<file path="src/rtl/mem_ctrl_pkg.sv">
// +--------------------------------------------------------------------------+
// | mem_ctrl_pkg : shared types, size codes and helpers for mem_ctrl          |
// | Revision     : 1.0                                                        |
// +--------------------------------------------------------------------------+
`default_nettype none

package mem_ctrl_pkg;

   typedef enum logic [2:0] {
      ST_IDLE  = 3'd0,
      ST_READ  = 3'd1,
      ST_WRITE = 3'd2,
      ST_FETCH = 3'd3,
      ST_DONE  = 3'd4
   } state_t;

   localparam logic [1:0]  SIZE_B      = 2'd0;
   localparam logic [1:0]  SIZE_H      = 2'd1;
   localparam logic [1:0]  SIZE_W      = 2'd2;
   localparam logic [31:0] IO_BASE_DEF = 32'h0003_0000;

   // Size code 3 is undefined on the bus and is treated like a word.
   function automatic logic [2:0] size_bytes(input logic [1:0] size);
      logic [2:0] n;
      case (size)
         SIZE_B:  n = 3'd1;
         SIZE_H:  n = 3'd2;
         default: n = 3'd4;
      endcase
      return n;
   endfunction

   function automatic logic [7:0] byte_sel(input logic [31:0] w, input logic [1:0] idx);
      logic [31:0] s;
      s = w >> {idx, 3'b000};
      return s[7:0];
   endfunction

endpackage

`default_nettype wire

</file>
<file path="src/rtl/mem_ctrl_byte_asm.sv">
// +--------------------------------------------------------------------------+
// | mem_ctrl_byte_asm : collects little-endian load bytes, zero/sign-extends  |
// | Revision          : 1.0                                                   |
// +--------------------------------------------------------------------------+
`default_nettype none

module mem_ctrl_byte_asm
   import mem_ctrl_pkg::*;
(
   input  logic        clk,
   input  logic        rst_n,
   input  logic        we,
   input  logic [1:0]  idx,
   input  logic [7:0]  din,
   input  logic [1:0]  size,
   input  logic        sign,
   output logic [31:0] value
);

   logic [3:0][7:0] bytes_q;
   logic [3:0][7:0] bytes_d;

   // The value already includes the byte arriving this cycle, so the final
   // byte can be registered by the caller on the same edge it is captured.
   always_comb begin
      bytes_d = bytes_q;
      if (we) begin
         bytes_d[idx] = din;
      end
      case (size)
         SIZE_B:  value = {{24{sign & bytes_d[0][7]}}, bytes_d[0]};
         SIZE_H:  value = {{16{sign & bytes_d[1][7]}}, bytes_d[1], bytes_d[0]};
         default: value = {bytes_d[3], bytes_d[2], bytes_d[1], bytes_d[0]};
      endcase
   end

   always_ff @(posedge clk) begin
      if (!rst_n) begin
         bytes_q <= '0;
      end else begin
         bytes_q <= bytes_d;
      end
   end

endmodule

`default_nettype wire

</file>
<file path="src/rtl/mem_ctrl.sv">
// +--------------------------------------------------------------------------+
// | mem_ctrl : serialises loads/stores/fetches onto a byte-wide RAM/IO bus    |
// | Revision : 1.0                                                            |
// +--------------------------------------------------------------------------+
`default_nettype none

module mem_ctrl
   import mem_ctrl_pkg::*;
#(
   parameter int unsigned        ADDR_W  = 32,
   parameter logic [ADDR_W-1:0]  IO_BASE = ADDR_W'(IO_BASE_DEF)
)(
   input  logic              clk,
   input  logic              rst_n,
   input  logic              rdy,
   input  logic              clr,
   input  logic              RN,
   input  logic              WN,
   input  logic [1:0]        Size,
   input  logic              Sign,
   input  logic [ADDR_W-1:0] Addr,
   input  logic [31:0]       Wvalue,
   output logic              Mem_Success,
   output logic [31:0]       Read_Value,
   input  logic              IF_Req,
   input  logic [ADDR_W-1:0] IF_Addr,
   output logic              IF_Success,
   output logic [31:0]       IF_Inst,
   input  logic [7:0]        mem_din,
   output logic [7:0]        mem_dout,
   output logic [ADDR_W-1:0] mem_a,
   output logic              mem_wr,
   input  logic              io_buffer_full
);

   state_t            state_q, state_d;
   logic [2:0]        cnt_q, cnt_d;
   logic [ADDR_W-1:0] base_q, base_d;
   logic [1:0]        size_q, size_d;
   logic              sign_q, sign_d;
   logic [31:0]       wdata_q, wdata_d;
   logic [ADDR_W-1:0] mem_a_q, mem_a_d;
   logic [7:0]        mem_dout_q, mem_dout_d;
   logic              mem_wr_q, mem_wr_d;
   logic              mem_success_q, mem_success_d;
   logic [31:0]       read_value_q, read_value_d;
   logic              if_success_q, if_success_d;
   logic [31:0]       if_inst_q, if_inst_d;

   logic              asm_we;
   logic [31:0]       asm_value;
   logic [2:0]        cnt_next;
   logic [2:0]        n_bytes;
   logic [ADDR_W-1:0] addr_next;

   function automatic logic is_io(input logic [ADDR_W-1:0] a);
      return a[17:16] == IO_BASE[17:16];
   endfunction

   mem_ctrl_byte_asm u_byte_asm (
      .clk   (clk),
      .rst_n (rst_n),
      .we    (asm_we),
      .idx   (cnt_q[1:0]),
      .din   (mem_din),
      .size  (size_q),
      .sign  (sign_q),
      .value (asm_value)
   );

   assign cnt_next  = cnt_q + 3'd1;
   assign n_bytes   = size_bytes(size_q);
   assign addr_next = base_q + ADDR_W'(cnt_next);

   always_comb begin
      state_d       = state_q;
      cnt_d         = cnt_q;
      base_d        = base_q;
      size_d        = size_q;
      sign_d        = sign_q;
      wdata_d       = wdata_q;
      mem_a_d       = mem_a_q;
      mem_dout_d    = mem_dout_q;
      mem_wr_d      = mem_wr_q;
      mem_success_d = mem_success_q;
      read_value_d  = read_value_q;
      if_success_d  = if_success_q;
      if_inst_d     = if_inst_q;
      asm_we        = 1'b0;

      if (rdy) begin
         case (state_q)
            ST_IDLE: begin
               cnt_d = 3'd0;
               if (WN || RN) begin
                  base_d  = Addr;
                  size_d  = Size;
                  sign_d  = Sign;
                  wdata_d = Wvalue;
                  mem_a_d = Addr;
                  if (WN) begin
                     state_d    = ST_WRITE;
                     mem_dout_d = Wvalue[7:0];
                     mem_wr_d   = !(is_io(Addr) && io_buffer_full);
                  end else begin
                     state_d = ST_READ;
                  end
               end else if (IF_Req && !clr) begin
                  state_d = ST_FETCH;
                  base_d  = IF_Addr;
                  size_d  = SIZE_W;
                  sign_d  = 1'b0;
                  mem_a_d = IF_Addr;
               end
            end

            ST_READ, ST_FETCH: begin
               if (state_q == ST_FETCH && clr) begin
                  state_d  = ST_IDLE;
                  mem_wr_d = 1'b0;
               end else begin
                  asm_we = 1'b1;
                  cnt_d  = cnt_next;
                  if (cnt_next == n_bytes) begin
                     state_d = ST_DONE;
                     if (state_q == ST_READ) begin
                        mem_success_d = 1'b1;
                        read_value_d  = asm_value;
                     end else begin
                        if_success_d = 1'b1;
                        if_inst_d    = asm_value;
                     end
                  end else begin
                     mem_a_d = addr_next;
                  end
               end
            end

            // A byte only counts as written once mem_wr was high for it;
            // a blocked byte is re-presented until the IO sink drains.
            ST_WRITE: begin
               if (mem_wr_q) begin
                  if (cnt_next == n_bytes) begin
                     state_d       = ST_DONE;
                     mem_wr_d      = 1'b0;
                     mem_success_d = 1'b1;
                  end else begin
                     cnt_d      = cnt_next;
                     mem_a_d    = addr_next;
                     mem_dout_d = byte_sel(wdata_q, cnt_next[1:0]);
                     mem_wr_d   = !(is_io(addr_next) && io_buffer_full);
                  end
               end else begin
                  mem_wr_d = !(is_io(mem_a_q) && io_buffer_full);
               end
            end

            ST_DONE: begin
               state_d       = ST_IDLE;
               mem_success_d = 1'b0;
               if_success_d  = 1'b0;
            end

            default: begin
               state_d  = ST_IDLE;
               mem_wr_d = 1'b0;
            end
         endcase
      end
   end

   always_ff @(posedge clk) begin
      if (!rst_n) begin
         state_q       <= ST_IDLE;
         cnt_q         <= '0;
         base_q        <= '0;
         size_q        <= '0;
         sign_q        <= 1'b0;
         wdata_q       <= '0;
         mem_a_q       <= '0;
         mem_dout_q    <= '0;
         mem_wr_q      <= 1'b0;
         mem_success_q <= 1'b0;
         read_value_q  <= '0;
         if_success_q  <= 1'b0;
         if_inst_q     <= '0;
      end else begin
         state_q       <= state_d;
         cnt_q         <= cnt_d;
         base_q        <= base_d;
         size_q        <= size_d;
         sign_q        <= sign_d;
         wdata_q       <= wdata_d;
         mem_a_q       <= mem_a_d;
         mem_dout_q    <= mem_dout_d;
         mem_wr_q      <= mem_wr_d;
         mem_success_q <= mem_success_d;
         read_value_q  <= read_value_d;
         if_success_q  <= if_success_d;
         if_inst_q     <= if_inst_d;
      end
   end

   assign Mem_Success = mem_success_q;
   assign Read_Value  = read_value_q;
   assign IF_Success  = if_success_q;
   assign IF_Inst     = if_inst_q;
   assign mem_a       = mem_a_q;
   assign mem_dout    = mem_dout_q;
   assign mem_wr      = mem_wr_q;

endmodule

`default_nettype wire
</file>
<file path="config.mk">
export PLATFORM = sky130hd
export DESIGN_NAME = mem_ctrl
export DESIGN_NICKNAME = d
export VERILOG_FILES = /design/src/rtl/mem_ctrl_pkg.sv /design/src/rtl/mem_ctrl_byte_asm.sv /design/src/rtl/mem_ctrl.sv
export SDC_FILE = /design/constraint.sdc
export NUM_CORES = 1
export LEC_CHECK = 0
export CORE_ASPECT_RATIO = 2
export CORE_MARGIN = 2
export CORE_UTILIZATION = 51
export CTS_CLUSTER_SIZE = 12
export DETAILED_ROUTE_END_ITERATION = 7
export GPL_TIMING_DRIVEN = 0
export HOLD_SLACK_MARGIN = 0.12
export PLACE_DENSITY = 0.81
export SYNTH_ARGS = -nofsm -noshare
export SYNTH_HDL_FRONTEND = slang
export SYNTH_SLANG_ARGS = --single-unit
</file>
<file path="constraint.sdc">
create_clock -name clk -period 4.3 [get_ports clk]
set_clock_uncertainty 0.1 [all_clocks]
set_input_delay 0.43 -clock clk [delete_from_list [all_inputs] [get_ports clk]]
set_output_delay 0.43 -clock clk [all_outputs]
set_load 0.05 [all_outputs]
</file>
==> metrics.cfg <==
[yosys]
yosysSeqAreaShare_pct=43.2
yosys.area.top_type=dfxtp_1
postSynthCellCount=1077
synth_top_area_share_pct=43.2
synth_enable_flop_cells=0
netlist_top_cells_area=dfxtp_1 (43%), mux2i_1 (7.4%), nand2_1 (7.2%)
synth_area_sq_mm=0.00982
yosysWarnings=0
synth_most_common_cell=dfxtp_1
avgSynthCellArea_sq_um=9.12
synth_commonest_cells=dfxtp_1 (212), nand2_1 (189), mux2i_1 (73)
yosysUniqueCellTypes=61
synth-seq-cells=212
syn_nets=1200
async_reset_ff_share_pct=0
synthFlopType=dfxtp_1

[timing]
maxSlewViolCount=0
finalHoldViolCount=0
relSlewSlack_pct=13.0
setup_viol=0
holdWs_ns=0.361
fin_ws_ns=0.211
clock.fmax_mhz=245
period_minus_slack_ns=4.09
finalCritPeriodShare_pct=95.1
finalSetupTns_ns=0
rsz0062_at_grt=no
worst_slew_pin_slew_ns=1.29

[setup_path]
cp.arrival_ns=4.36
crit_type=reg2reg
cp-end-kind=flop
worstSetupStartpointType=flop
cp_data_required_time_ns=4.57
cp_max_fo=10

[power]
p_leak_nw=5.42
ir_worst_vdd_v=0.000300
fin_total_pwr_mw=4.91
powerDensity_mw_per_mm2=380

[placed_design]
placed_area_sq_mm=0.0123
pre_cts_ws_ns=0.273
dp_cells=1552
hpwl_um=24400
port_buffers=220
routabilityCongestion=0.928

[layout]
final_cell_area_sq_mm=0.0129
layout.nets=1443
seq_area_sq_mm=0.00424
drive_gt1_share_pct=5.83
fin_cells=1576
multi_input_area_sq_mm=0.00516
syn_to_final_growth_pct=31.4
utilization_pct=68.5
num-fill-cells=1610
n_antenna_cell=0

[grt]
grt_pass1_wl_um=48200
antenna_found_initial=0
grt_overflow=0
grt_util_all_layers_pct=30.1
grt_max_degree=13
grt_pass1_vias=9478

[detailed_routing]
avgViaCountPerCell=5.79
drc_errors=0
drt_first_pass_iters=5
drtAntennaViolNets=0
drt-total-wl_um=31300
vias=9127
drt_iter0_drc=416
wl_per_cell_um=19.9

[clock_network]
postCtsResizedCells=0
cts-buffers-inserted=21
clk_pin_slew_worst_paths_ns=0.06
clockBufferDepth=3
clock_sinks=212
cts_hold_buf=0
htreeDepth=1
post_cts_buffers=0
clock-root-buffer=clkbuf_16
cts_tree=yes
insertion_delay_ns=0.50

[die]
die-area_sq_mm=0.0205
io_pins=222
num_rows=71
die-height_um=200
initial_core_util_pct=52.2
die_x_um=102
coreArea_sq_mm=0.0188

[job]
maxCapViolCount=0

[min_path]
hold_path_class=reg2reg

[status]
status=complete, no violations

-- cells by family after synthesis --
kind of cell | synth area share, %
AO/OA/AOI/OAI | 20.5
XOR/XNOR | 2.05
adder cells (fa/ha/maj) | 1.10
buffers and inverters | 4.32
flip-flops | 43.2
multiplexers | 9.27
AND/OR/NAND/NOR | 19.5
-- per-layer routing --
layer | global-route usage (%) | wire length, um | up-vias
met4 | 19.5 | 2210 | 0
met3 | 4.78 | 1830 | 132
met1 | 28.0 | 10300 | 4323
met5 | 0 | 0 | -
li1 | - | - | 4330
met2 | 57.4 | 17000 | 342
-- where the power goes --
group          switching, mW  leakage (nW)  internal, mW
clock                  0.739         0.278         0.901
combinational          0.657          3.41         0.423
sequential            0.0975          1.73          2.09
-- worst paths after layout --
check        cells after the start                  start  slack (ns)                     to
max reg2reg                     11  cnt_q[0]$_SDFFE_PN0P_        0.21  mem_a[9]$_SDFFE_PN0P_
min                              2  mem_a[1]$_SDFFE_PN0P_        0.36  mem_a[1]$_SDFFE_PN0P_
min reg2reg                      2  mem_a[1]$_SDFFE_PN0P_        0.36  mem_a[1]$_SDFFE_PN0P_
max                             11  cnt_q[0]$_SDFFE_PN0P_        0.21  mem_a[9]$_SDFFE_PN0P_
-- state kept, by name, summed over array words and instances, names as in the netlist --
register / cells
IF_Inst: 32
IF_Success: 1
Mem_Success: 1
Read_Value: 32
base_q: 32
cnt_q: 3
mem_a: 32
mem_dout: 8
mem_wr: 1
sign_q: 1
size_q: 2
state_q: 3
u_byte_asm.bytes_q: 32
wdata_q: 32
-- cell type report --
| type | instances | area share (%) |
|---|---|---|
| clock inverter | 1 | 0.0679 |
| timing repair buffer | 220 | 17.1 |
| buffer | 85 | 3.11 |
| inverter | 6 | 0.174 |
| sequential | 212 | 32.9 |
| clock buffer | 23 | 4.28 |
| multi-input combinational | 774 | 39.9 |
| tap | 255 | 2.47 |
-- worst max-delay path, stage by stage (launching register included) --
cell,delay [ns]
dfxtp_1,0.41
buf_1,0.52
inv_1,0.22
ha_1,0.44
ha_1,0.35
a211oi_1,0.08
nor3_1,0.58
clkbuf_1,0.55
nand2_1,0.14
xnor2_1,0.15
o211ai_1,0.27
a21boi_0,0.15
-- cells in the final DEF, fill, tap and decap left out, drive strengths merged, types with 20 or more instances in the layout --
master | Yosys | routed
nor2b | 46 | 46
o211a | 56 | 56
a21boi | 45 | 45
dfxtp | 212 | 212
buf | 34 | 34
a31oi | 34 | 34
nand2 | 189 | 189
o21ai | 59 | 59
nor2 | 47 | 47
clkbuf | 51 | 74
mux2i | 73 | 73
nand2b | 20 | 20
clkdlybuf4s50 | 0 | 220
Note: power is estimated with default switching activity, not from simulation.
